### src/rtl/fetch_unit_if.sv
// Instruction-memory bus between the fetch unit (master) and memory (slave).
interface fetch_unit_if;
  logic        imem_req;
  logic [31:0] imem_addr;
  logic        imem_ack;
  logic [31:0] imem_rdata;

  modport master (
    output imem_req,
    output imem_addr,
    input  imem_ack,
    input  imem_rdata
  );

  modport slave (
    input  imem_req,
    input  imem_addr,
    output imem_ack,
    output imem_rdata
  );
endinterface

### src/rtl/fetch_unit.sv
// Instruction fetch unit: requests words from instruction memory, hands them
// to decode with a valid/stall handshake, and handles branch redirects,
// including redirects that land while a memory request is still in flight.
// Optional feature macro: FETCH_MISALIGN_TRAP_EN (misaligned branch target
// halts fetch and raises a sticky misalign flag; otherwise the target's two
// low bits are cleared).
//
// state   | meaning
// --------+---------------------------------------------------------------
// S_FETCH | request outstanding at pc, waiting for imem_ack
// S_VALID | holding one instruction for decode, no request issued
// S_HALT  | fetch stopped after a misaligned redirect, left only by reset
module fetch_unit #(
  parameter logic [31:0] RESET_PC  = 32'h0000_0000,
  parameter logic [31:0] NOP_INSTR = 32'h0000_0013
) (
  input  logic                clk,
  input  logic                rst_n,
  fetch_unit_if.master        imem,
  input  logic                branch_taken,
  input  logic [31:0]         branch_target,
  input  logic                stall,
  output logic [31:0]         instruction,
  output logic [31:0]         pc_out,
  output logic                instr_valid,
  output logic                misalign
);

  typedef enum logic [1:0] {
    S_FETCH = 2'd0,
    S_VALID = 2'd1,
    S_HALT  = 2'd2
  } state_t;

  state_t      state;
  state_t      state_nxt;
  logic [31:0] pc;
  logic [31:0] drop_target;
  logic        drop;
  // Low for the cycle in which reset is released, so no request goes out and
  // any stray ack is ignored until the first full cycle out of reset.
  logic        run;
  logic [31:0] target;
  logic        target_bad;
  logic        trap;
  logic        ack;

`ifdef FETCH_MISALIGN_TRAP_EN
  assign target     = branch_target;
  assign target_bad = |branch_target[1:0];
`else
  logic unused_target_lsbs;
  assign unused_target_lsbs = ^branch_target[1:0];
  assign target             = {branch_target[31:2], 2'b00};
  assign target_bad         = 1'b0;
`endif

  assign ack  = run && (state == S_FETCH) && imem.imem_ack;
  assign trap = run && branch_taken && target_bad && (state != S_HALT);

  // State register.
  always_ff @(posedge clk) begin
    if (!rst_n) begin
      state <= S_FETCH;
    end else begin
      state <= state_nxt;
    end
  end

  // Next-state decode.
  always_comb begin
    state_nxt = state;
    if (run) begin
      case (state)
        S_FETCH: begin
          if (trap) begin
            state_nxt = S_HALT;
          end else if (ack && !branch_taken && !drop) begin
            state_nxt = S_VALID;
          end
        end
        S_VALID: begin
          if (trap) begin
            state_nxt = S_HALT;
          end else if (branch_taken || !stall) begin
            state_nxt = S_FETCH;
          end
        end
        default: state_nxt = state;
      endcase
    end
  end

  // Memory-side outputs: request only while fetching; address is the pc.
  always_comb begin
    imem.imem_req  = run && (state == S_FETCH);
    imem.imem_addr = pc;
  end

  // Datapath: pc, pending-redirect latch and the registered decode outputs.
  always_ff @(posedge clk) begin
    if (!rst_n) begin
      run         <= 1'b0;
      pc          <= RESET_PC;
      drop        <= 1'b0;
      drop_target <= RESET_PC;
      instruction <= NOP_INSTR;
      pc_out      <= 32'h0000_0000;
      instr_valid <= 1'b0;
    end else begin
      run <= 1'b1;
      if (run) begin
        case (state)
          S_FETCH: begin
            if (trap) begin
              drop <= 1'b0;
            end else if (ack) begin
              if (branch_taken) begin
                pc   <= target;
                drop <= 1'b0;
              end else if (drop) begin
                pc   <= drop_target;
                drop <= 1'b0;
              end else begin
                instruction <= imem.imem_rdata;
                pc_out      <= pc;
                instr_valid <= 1'b1;
                pc          <= pc + 32'd4;
              end
            end else if (branch_taken) begin
              // Request already issued: keep pc stable, redirect after ack.
              drop        <= 1'b1;
              drop_target <= target;
            end
          end
          S_VALID: begin
            if (trap) begin
              instr_valid <= 1'b0;
              instruction <= NOP_INSTR;
            end else if (branch_taken) begin
              pc          <= target;
              instr_valid <= 1'b0;
              instruction <= NOP_INSTR;
            end else if (!stall) begin
              instr_valid <= 1'b0;
              instruction <= NOP_INSTR;
            end
          end
          default: ;
        endcase
      end
    end
  end

`ifdef FETCH_MISALIGN_TRAP_EN
  logic misalign_q;

  // Sticky misaligned-redirect flag, cleared only by reset.
  always_ff @(posedge clk) begin
    if (!rst_n) begin
      misalign_q <= 1'b0;
    end else if (trap) begin
      misalign_q <= 1'b1;
    end
  end

  assign misalign = misalign_q;
`else
  assign misalign = 1'b0;
`endif

endmodule

### src/flat_wrapper.sv
// flat-port wrapper written by rule: the top's interface ports become plain ports
module fetch_unit_flat 
#(
  parameter logic [31:0] RESET_PC  = 32'h0000_0000,
  parameter logic [31:0] NOP_INSTR = 32'h0000_0013
)
  (clk, rst_n, branch_taken, branch_target, stall, instruction, pc_out, instr_valid, misalign, imem_imem_req, imem_imem_addr, imem_imem_ack, imem_imem_rdata);
  fetch_unit_if imem_i ();
  input  logic clk;
  input  logic rst_n;
  input  logic branch_taken;
  input  logic [31:0] branch_target;
  input  logic stall;
  output logic [31:0] instruction;
  output logic [31:0] pc_out;
  output logic instr_valid;
  output logic misalign;
  output wire logic [$bits(imem_i.imem_req)-1:0] imem_imem_req;
  output wire logic [$bits(imem_i.imem_addr)-1:0] imem_imem_addr;
  input wire logic [$bits(imem_i.imem_ack)-1:0] imem_imem_ack;
  input wire logic [$bits(imem_i.imem_rdata)-1:0] imem_imem_rdata;
  assign imem_imem_req = imem_i.imem_req;
  assign imem_imem_addr = imem_i.imem_addr;
  assign imem_i.imem_ack = imem_imem_ack;
  assign imem_i.imem_rdata = imem_imem_rdata;
  fetch_unit #(.RESET_PC(RESET_PC), .NOP_INSTR(NOP_INSTR)) u_core (.clk(clk), .rst_n(rst_n), .imem(imem_i), .branch_taken(branch_taken), .branch_target(branch_target), .stall(stall), .instruction(instruction), .pc_out(pc_out), .instr_valid(instr_valid), .misalign(misalign));
endmodule
### config.mk
export PLATFORM = sky130hd
export DESIGN_NAME = fetch_unit_flat
export DESIGN_NICKNAME = d
export VERILOG_FILES = /design/src/rtl/fetch_unit_if.sv /design/src/rtl/fetch_unit.sv /design/src/flat_wrapper.sv
export SDC_FILE = /design/constraint.sdc
export NUM_CORES = 1
export LEC_CHECK = 0
export CORE_MARGIN = 3
export CORE_UTILIZATION = 45
export DETAILED_ROUTE_END_ITERATION = 10
export HOLD_SLACK_MARGIN = 0.1
export PLACE_DENSITY = 0.77
export SLEW_MARGIN = 20
export SYNTH_ARGS = -nofsm -noshare
export SYNTH_HDL_FRONTEND = slang
export SYNTH_SLANG_ARGS = --single-unit
### constraint.sdc
create_clock -name clk -period 3 [get_ports clk]
set_input_delay 0.75 -clock clk [delete_from_list [all_inputs] [get_ports clk]]
set_output_delay 0.75 -clock clk [all_outputs]
set_load 0.02 [all_outputs]
==> results of run 1 <==
[through the flow]
step / TNS [ns] / hold WS [ns]
3_3_place_gp: -0.117 / 0.438
2_1_floorplan: 0 / 0.431
5_1_grt: 0 / 0.468
3_5_place_dp: -4.23 / 0.445
4_1_cts: 0 / 0.453
6_report: 0 / 0.451
[worst min path at each step]
stage / startpoint / to / slack (ns) / cells past startpoint
2_1_floorplan: u_core.drop_target[18]$_SDFFE_PN0P_ / u_core.drop_target[18]$_SDFFE_PN0P_ / 0.43 / 2
5_1_grt: u_core.drop_target[29]$_SDFFE_PN0P_ / u_core.drop_target[29]$_SDFFE_PN0P_ / 0.47 / 2
6_report: u_core.drop_target[29]$_SDFFE_PN0P_ / u_core.drop_target[29]$_SDFFE_PN0P_ / 0.45 / 2
4_1_cts: u_core.drop_target[29]$_SDFFE_PN0P_ / u_core.drop_target[29]$_SDFFE_PN0P_ / 0.45 / 2
3_5_place_dp: u_core.drop_target[7]$_SDFFE_PN0P_ / u_core.drop_target[7]$_SDFFE_PN0P_ / 0.45 / 2
3_3_place_gp: u_core.drop_target[30]$_SDFFE_PN0P_ / u_core.drop_target[30]$_SDFFE_PN0P_ / 0.44 / 2
[worst min-delay path: stages (launching register included)]
cell and delay, ns:
sky130_fd_sc_hd__dfxtp_1 0.30, sky130_fd_sc_hd__nand2_1 0.05, sky130_fd_sc_hd__a21oi_1 0.05
[state kept, by name, indices dropped and copies added (netlist names)]
| signal | flops |
|---|---|
| u_core.drop | 1 |
| u_core.pc_out | 30 |
| u_core.state | 1 |
| u_core.instruction | 32 |
| u_core.drop_target | 30 |
| u_core.run | 1 |
| u_core.imem.imem_addr | 30 |
| u_core.instr_valid | 1 |
[cells in the mapped netlist (4+ instances only)]
master,n
sky130_fd_sc_hd__a21oi_1,100
sky130_fd_sc_hd__a22oi_1,30
sky130_fd_sc_hd__a31oi_1,8
sky130_fd_sc_hd__and3_1,12
sky130_fd_sc_hd__buf_2,7
sky130_fd_sc_hd__buf_4,5
sky130_fd_sc_hd__clkbuf_1,50
sky130_fd_sc_hd__dfxtp_1,126
sky130_fd_sc_hd__inv_1,11
sky130_fd_sc_hd__nand2_1,168
sky130_fd_sc_hd__nand3_1,25
sky130_fd_sc_hd__nand4_1,13
sky130_fd_sc_hd__nor2_1,57
sky130_fd_sc_hd__nor3_1,4
sky130_fd_sc_hd__o211ai_1,7
sky130_fd_sc_hd__o21ai_0,23
sky130_fd_sc_hd__o22ai_1,7
sky130_fd_sc_hd__xor2_1,6
[final cells by class]
type                            instances  area share
Clock buffer                           18      0.0538
Timing Repair Buffer                  184       0.231
Inverter                               11     0.00517
Tap cell                              168      0.0263
Multi-Input combinational cell        527       0.346
Sequential cell                       126       0.316
Clock inverter                         14      0.0212
[power groups by stage]
| stage | sequential (mW) | combinational (mW) | clock [mW] |
|---|---|---|---|
| 6_report | 1.80 | 0.570 | 2.09 |
| 3_3_place_gp | 1.83 | 0.551 | 0 |
| 4_1_cts | 1.80 | 0.568 | 2.10 |
| 2_1_floorplan | 1.86 | 0.249 | 0 |
| 5_1_grt | 1.80 | 0.612 | 2.18 |
| 3_5_place_dp | 1.83 | 0.565 | 0 |
[kinds of logic after synthesis]
kind of cell,Yosys count
xor+xnor,8
other cells,1
compound gates,208
buf+inv,76
fa+ha+maj,1
simple gates,301
flops,126
mux,4
[per-layer routing]
metal | wire length [µm] | track usage
met2 | 9350 | 0.455
met1 | 7450 | 0.312
met3 | 1260 | 0.0603
met5 | 0 | 0
met4 | 581 | 0.122
==> results.tsv, run 1 <==
metric	value	unit
status	complete, no violations	
R2R Setup Slk	0.58	ns
largest area contributor in the netlist	sky130_fd_sc_hd__dfxtp_1	
Netlist Area Pre-Place	5580	µm²
global routing usage summed across all routing layers	0.264	
number of hold buffers added after CTS	0	
maximum root-to-sink buffer count	2	
setup clock skew after layout	0.00651	ns
count of state elements after synthesis	126	
Critical Path Start	u_core.run$_DFF_P_	
number of enable flip-flop cells after synthesis	0	
area of combinational cells with multiple inputs	2760	µm²
setup repair after global routing missed its margin	false	
die width	117	µm
number of routed nets with antenna violations	0	
pins over their slew limit	0	
proportion of layout cells with a drive suffix above 1	0.0773	
data required time at the worst endpoint	2.25	ns
cell depth of the worst setup path	2	
slew margin rel.	0.464	
fraction of synthesized cell area in xor and xnor cells	0.0126	
crit share post-route	0.908	
area share of the largest cell type after synthesis	0.452	
number of buffers inserted during clock tree synthesis	17	
iteration count of the initial detailed-routing pass	5	
via-per-instance ratio	5.72	
Seq/Total Area, Yosys	0.452	
initial core utilization	0.462	
Synth Area in Adders	0.00224	
sequential share of power	0.403	
final std cell area, no fill	7980	µm²
yosys synthesis warning count	0	
number of antenna violations at the first check in global routing	0	
number of I/O pins	168	
Total Die Area	13800	µm²
hold violation total from the final report	0	
Mapped Avg Cell Area	7.69	µm²
power density over the cells	559	nW/µm²
H-tree Lvls	4	
number of cells produced by synthesis	725	
ant diodes	0	
fraction of the core area covered by cells at the end of the flow	0.662	
net switching power	1.16	mW
leading register cell type out of synthesis	sky130_fd_sc_hd__dfxtp_1	
min setup slack post-route	0.275	ns
Tightest Hold Check Type	reg -> reg	
largest stage delay on the critical path	0.68	ns
number of global-route vias before repair	5935	
largest fanout on the critical path	10	
Reg-to-Reg Start	u_core.imem.imem_addr[10]$_SDFFE_PN0P_	
synth-to-layout area growth	43.1	%
total cell area at the placement stage	7370	µm²
final RePlAce weighted congestion	0.889	
Internal Dissipation	3.30	mW
post-layout total power	4.46	mW
core area	12100	µm²
Nets	937	
remaining global-route overflow	0	
RR Endpoint	u_core.imem.imem_addr[30]$_SDFFE_PN0P_	
final HPWL from detailed placement	12.8	mm
data arrival time of the critical path	1.97	ns
total number of clock tree sinks	126	
clock transition at the register clock pins on the worst setup and hold paths after CTS	0.06	ns
ranking of synthesized cells by area	sky130_fd_sc_hd__dfxtp_1 45%, sky130_fd_sc_hd__nand2_1 11%, sky130_fd_sc_hd__a21oi_1 9.0%	
post-synthesis cell type count	60	
insertion delay to the later sink of the worst-skew pair	0.42	ns
endpoint of the most critical setup path	imem_imem_req	
type of element launching the critical path	flop	
routed length per placed instance	17.8	µm
count of buffers inserted at the top-level ports	160	
most used cells in the layout excluding fill and tap cells	168 x sky130_fd_sc_hd__nand2_1, 160 x sky130_fd_sc_hd__clkdlybuf4s50_1, 126 x sky130_fd_sc_hd__dfxtp_1	
count of buffering cells on the critical path with inverters included	1	
largest net degree at the start of global routing	39	
drt first-iter violations	484	
fraction of power consumed by the clock network	0.469	
wire length reported by the detailed router	18.6	mm
worst-case vdd ir drop	0.000370	V
cells along the critical path	nor2b_1 > clkdlybuf4s50_1	
most common cell after layout, fill and taps aside	sky130_fd_sc_hd__nand2_1	
Post-Synth Simple-Gate Area	0.237	
type of the setup path with the least slack	reg -> out	
clock tree from TritonCTS	yes	
static leakage	2.78	nW
min cycle time layout	2.72	ns
master cell of the clock root buffer	sky130_fd_sc_hd__clkbuf_16	
count of cells resized by post-cts repair	0	
critical path endpoint category	output pin	
total instance count after detailed placement	1016	
setup slack at placement	-0.186	ns
postcts setup bufs	0	
highest clock rate	0.367	GHz
fraction of synthesized area in multiplexers	0.00741	
number of cells on the worst reg-to-reg path	5	
Logic pwr share	0.128	
global-route wire length before repair	29.6	mm
combinational family with the most area after synthesis	simple AND/OR/NAND/NOR gates	
Filler Cells Inserted	1015	
die height	117	µm
share of synthesized registers carrying an async set or reset	0	
final setup violating endpoints	0	
non-filler instance count after layout	1048	
number of vias after detailed routing	5992	
number of placement rows	40	
CP max-delay cell	sky130_fd_sc_hd__clkdlybuf4s50_1	
switching portion of total power	0.260	
worst-margin pin slew	0.801	ns
fraction of the mapped netlist area in compound gates	0.230	
Reg area	2520	µm²
critical path's top delay family	buffers and inverters	
maxcap violations	0	
DRC errors left	0	
Power figures use the tool's default switching activity.
==> run 2: changes to the inputs <==
--- a/config.mk
+++ b/config.mk
@@ -5,7 +5,7 @@
 export SDC_FILE = /design/constraint.sdc
 export NUM_CORES = 1
 export LEC_CHECK = 0
-export CORE_MARGIN = 3
+export CORE_MARGIN = 4
 export CORE_UTILIZATION = 45
 export DETAILED_ROUTE_END_ITERATION = 10
 export HOLD_SLACK_MARGIN = 0.1
==> run 2 against run 1 <==
Net effect: die area up 3.4%; worst setup slack improved by 0.0042 ns; core utilization up 0.15 points; total power up 1.5%; cell count shrank 0.19%; global-route usage fell by 0.56 points; combinational power fell by 1%; sequential share of layout area down 0.069 points; first-iteration DRC count grew 3.1%; register-to-register slack improved by 0.14 ns; flip-flop and latch count is the same; maximum frequency is 0.16% higher; critical path type unchanged.
==> results.tsv, run 2 (same netlist as run 1, synthesis figures left out) <==
metric	value	unit	change
Nets	936		-0.11%
setup repair after global routing missed its margin	false		
final HPWL from detailed placement	12.7	mm	-0.78%
number of global-route vias before repair	5906		-0.49%
DRC errors left	0		unchanged
count of buffers inserted at the top-level ports	160		unchanged
number of I/O pins	168		unchanged
setup clock skew after layout	0.0111	ns	+0.00461 ns
postcts setup bufs	0		unchanged
post-layout total power	4.53	mW	+1.5%
most used cells in the layout excluding fill and tap cells	168 x sky130_fd_sc_hd__nand2_1, 160 x sky130_fd_sc_hd__clkdlybuf4s50_1, 126 x sky130_fd_sc_hd__dfxtp_1		
master cell of the clock root buffer	sky130_fd_sc_hd__clkbuf_16		
final setup violating endpoints	0		unchanged
total number of clock tree sinks	126		unchanged
drt first-iter violations	499		+3.1%
number of hold buffers added after CTS	0		unchanged
number of buffers inserted during clock tree synthesis	17		unchanged
Tightest Hold Check Type	reg -> reg		
ant diodes	0		unchanged
highest clock rate	0.368	GHz	+0.16%
proportion of layout cells with a drive suffix above 1	0.0740		-0.00324
slew margin rel.	0.454		-0.0102
largest fanout on the critical path	10		unchanged
count of cells resized by post-cts repair	0		unchanged
via-per-instance ratio	5.71		-0.13%
worst-case vdd ir drop	0.000477	V	+29%
worst-margin pin slew	0.819	ns	+0.0183 ns
maximum root-to-sink buffer count	2		unchanged
power density over the cells	566	nW/µm²	+1.3%
die height	119	µm	+1.7%
clock transition at the register clock pins on the worst setup and hold paths after CTS	0.05	ns	about the same
number of antenna violations at the first check in global routing	0		unchanged
crit share post-route	0.907		-0.00141
static leakage	2.77	nW	-0.23%
type of the setup path with the least slack	reg -> out		
pins over their slew limit	0		unchanged
max FFs per register	32		unchanged
largest net degree at the start of global routing	62		+59%
initial core utilization	0.462		unchanged
clock tree from TritonCTS	yes		
core area	12100	µm²	unchanged
critical path endpoint category	output pin		
global-route wire length before repair	29.4	mm	-0.81%
fraction of the core area covered by cells at the end of the flow	0.663		+0.00145
die width	119	µm	+1.7%
hold violation total from the final report	0		unchanged
wire length reported by the detailed router	18.5	mm	-0.90%
data arrival time of the critical path	1.97	ns	about the same
Total Die Area	14200	µm²	+3.4%
maxcap violations	0		unchanged
final RePlAce weighted congestion	0.857		-3.5%
final std cell area, no fill	8000	µm²	+0.22%
type of element launching the critical path	flop		
status	complete, no violations		
H-tree Lvls	4		unchanged
synth-to-layout area growth	43.4	%	
number of routed nets with antenna violations	0		unchanged
Top reg by flops	u_core.instruction		
total cell area at the placement stage	7370	µm²	-0.10%
iteration count of the initial detailed-routing pass	7		+2
insertion delay to the later sink of the worst-skew pair	0.42	ns	about the same
most common cell after layout, fill and taps aside	sky130_fd_sc_hd__nand2_1		
min cycle time layout	2.72	ns	-0.00423 ns
number of placement rows	40		unchanged
global routing usage summed across all routing layers	0.258		-0.00562
routed length per placed instance	17.7	µm	-0.71%
data required time at the worst endpoint	2.25	ns	about the same
remaining global-route overflow	0		unchanged
number of vias after detailed routing	5973		-0.32%
run 2: cell count changes in the layout (fill, tap and decap cells not counted):
cell | previous run | this run
sky130_fd_sc_hd__clkinv_4 | 4 | 0
sky130_fd_sc_hd__clkinv_2 | 4 | 1
sky130_fd_sc_hd__clkinvlp_4 | 2 | 5
sky130_fd_sc_hd__clkbuf_8 | 0 | 2
sky130_fd_sc_hd__buf_4 | 19 | 18
sky130_fd_sc_hd__bufinv_16 | 3 | 4
sky130_fd_sc_hd__clkbuf_1 | 1 | 2
sky130_fd_sc_hd__inv_6 | 1 | 0
run 2: worst max-delay path, stage by stage, from the launching register on:
cell and delay, ns:
sky130_fd_sc_hd__dfxtp_1 0.54, sky130_fd_sc_hd__nor2b_1 0.33, sky130_fd_sc_hd__clkdlybuf4s50_1 0.69
run 2: final cells by class:
class                           count  area, µm²
Clock buffer                       21        460
Clock inverter                     10        163
Fill cell                        1008       4070
Inverter                           11       41.3
Multi-Input combinational cell    527       2760
Sequential cell                   126       2520
Tap cell                          168        210
Timing Repair Buffer              183       1840
run 2: final timing paths:
check | startpoint | endpoint | depth (start not counted) | slack [ns]
setup / recovery | u_core.run$_DFF_P_ | imem_imem_req | 2 | 0.28
hold / removal | u_core.drop_target[30]$_SDFFE_PN0P_ | u_core.drop_target[30]$_SDFFE_PN0P_ | 2 | 0.45
setup reg to reg | u_core.imem.imem_addr[7]$_SDFFE_PN0P_ | u_core.imem.imem_addr[30]$_SDFFE_PN0P_ | 5 | 0.72
hold reg to reg | u_core.drop_target[30]$_SDFFE_PN0P_ | u_core.drop_target[30]$_SDFFE_PN0P_ | 2 | 0.45
run 2: stage by stage:
step	hold WS [ns]	std cells	setup TNS [ns]	worst slack, ns
finish	0.451	1046	0	0.280
CTS	0.452	1046	0	0.300
global route	0.470	1046	0	0.215
global placement	0.437	1015	-0.595	-0.0329
floorplan	0.431	729	0	0.939
detailed placement	0.444	1015	-2.01	-0.120
run 2: layer usage:
metal,vias up,wire length (µm),GRT usage
li1,2817,-,-
met1,2842,7260,0.297
met2,256,9240,0.440
met3,58,1340,0.0655
met4,0,631,0.137
met5,-,0,0
run 2: power by group:
group          internal (mW)  switching, mW
logic                  0.261          0.303
clock network           1.43          0.735
registers               1.73         0.0696
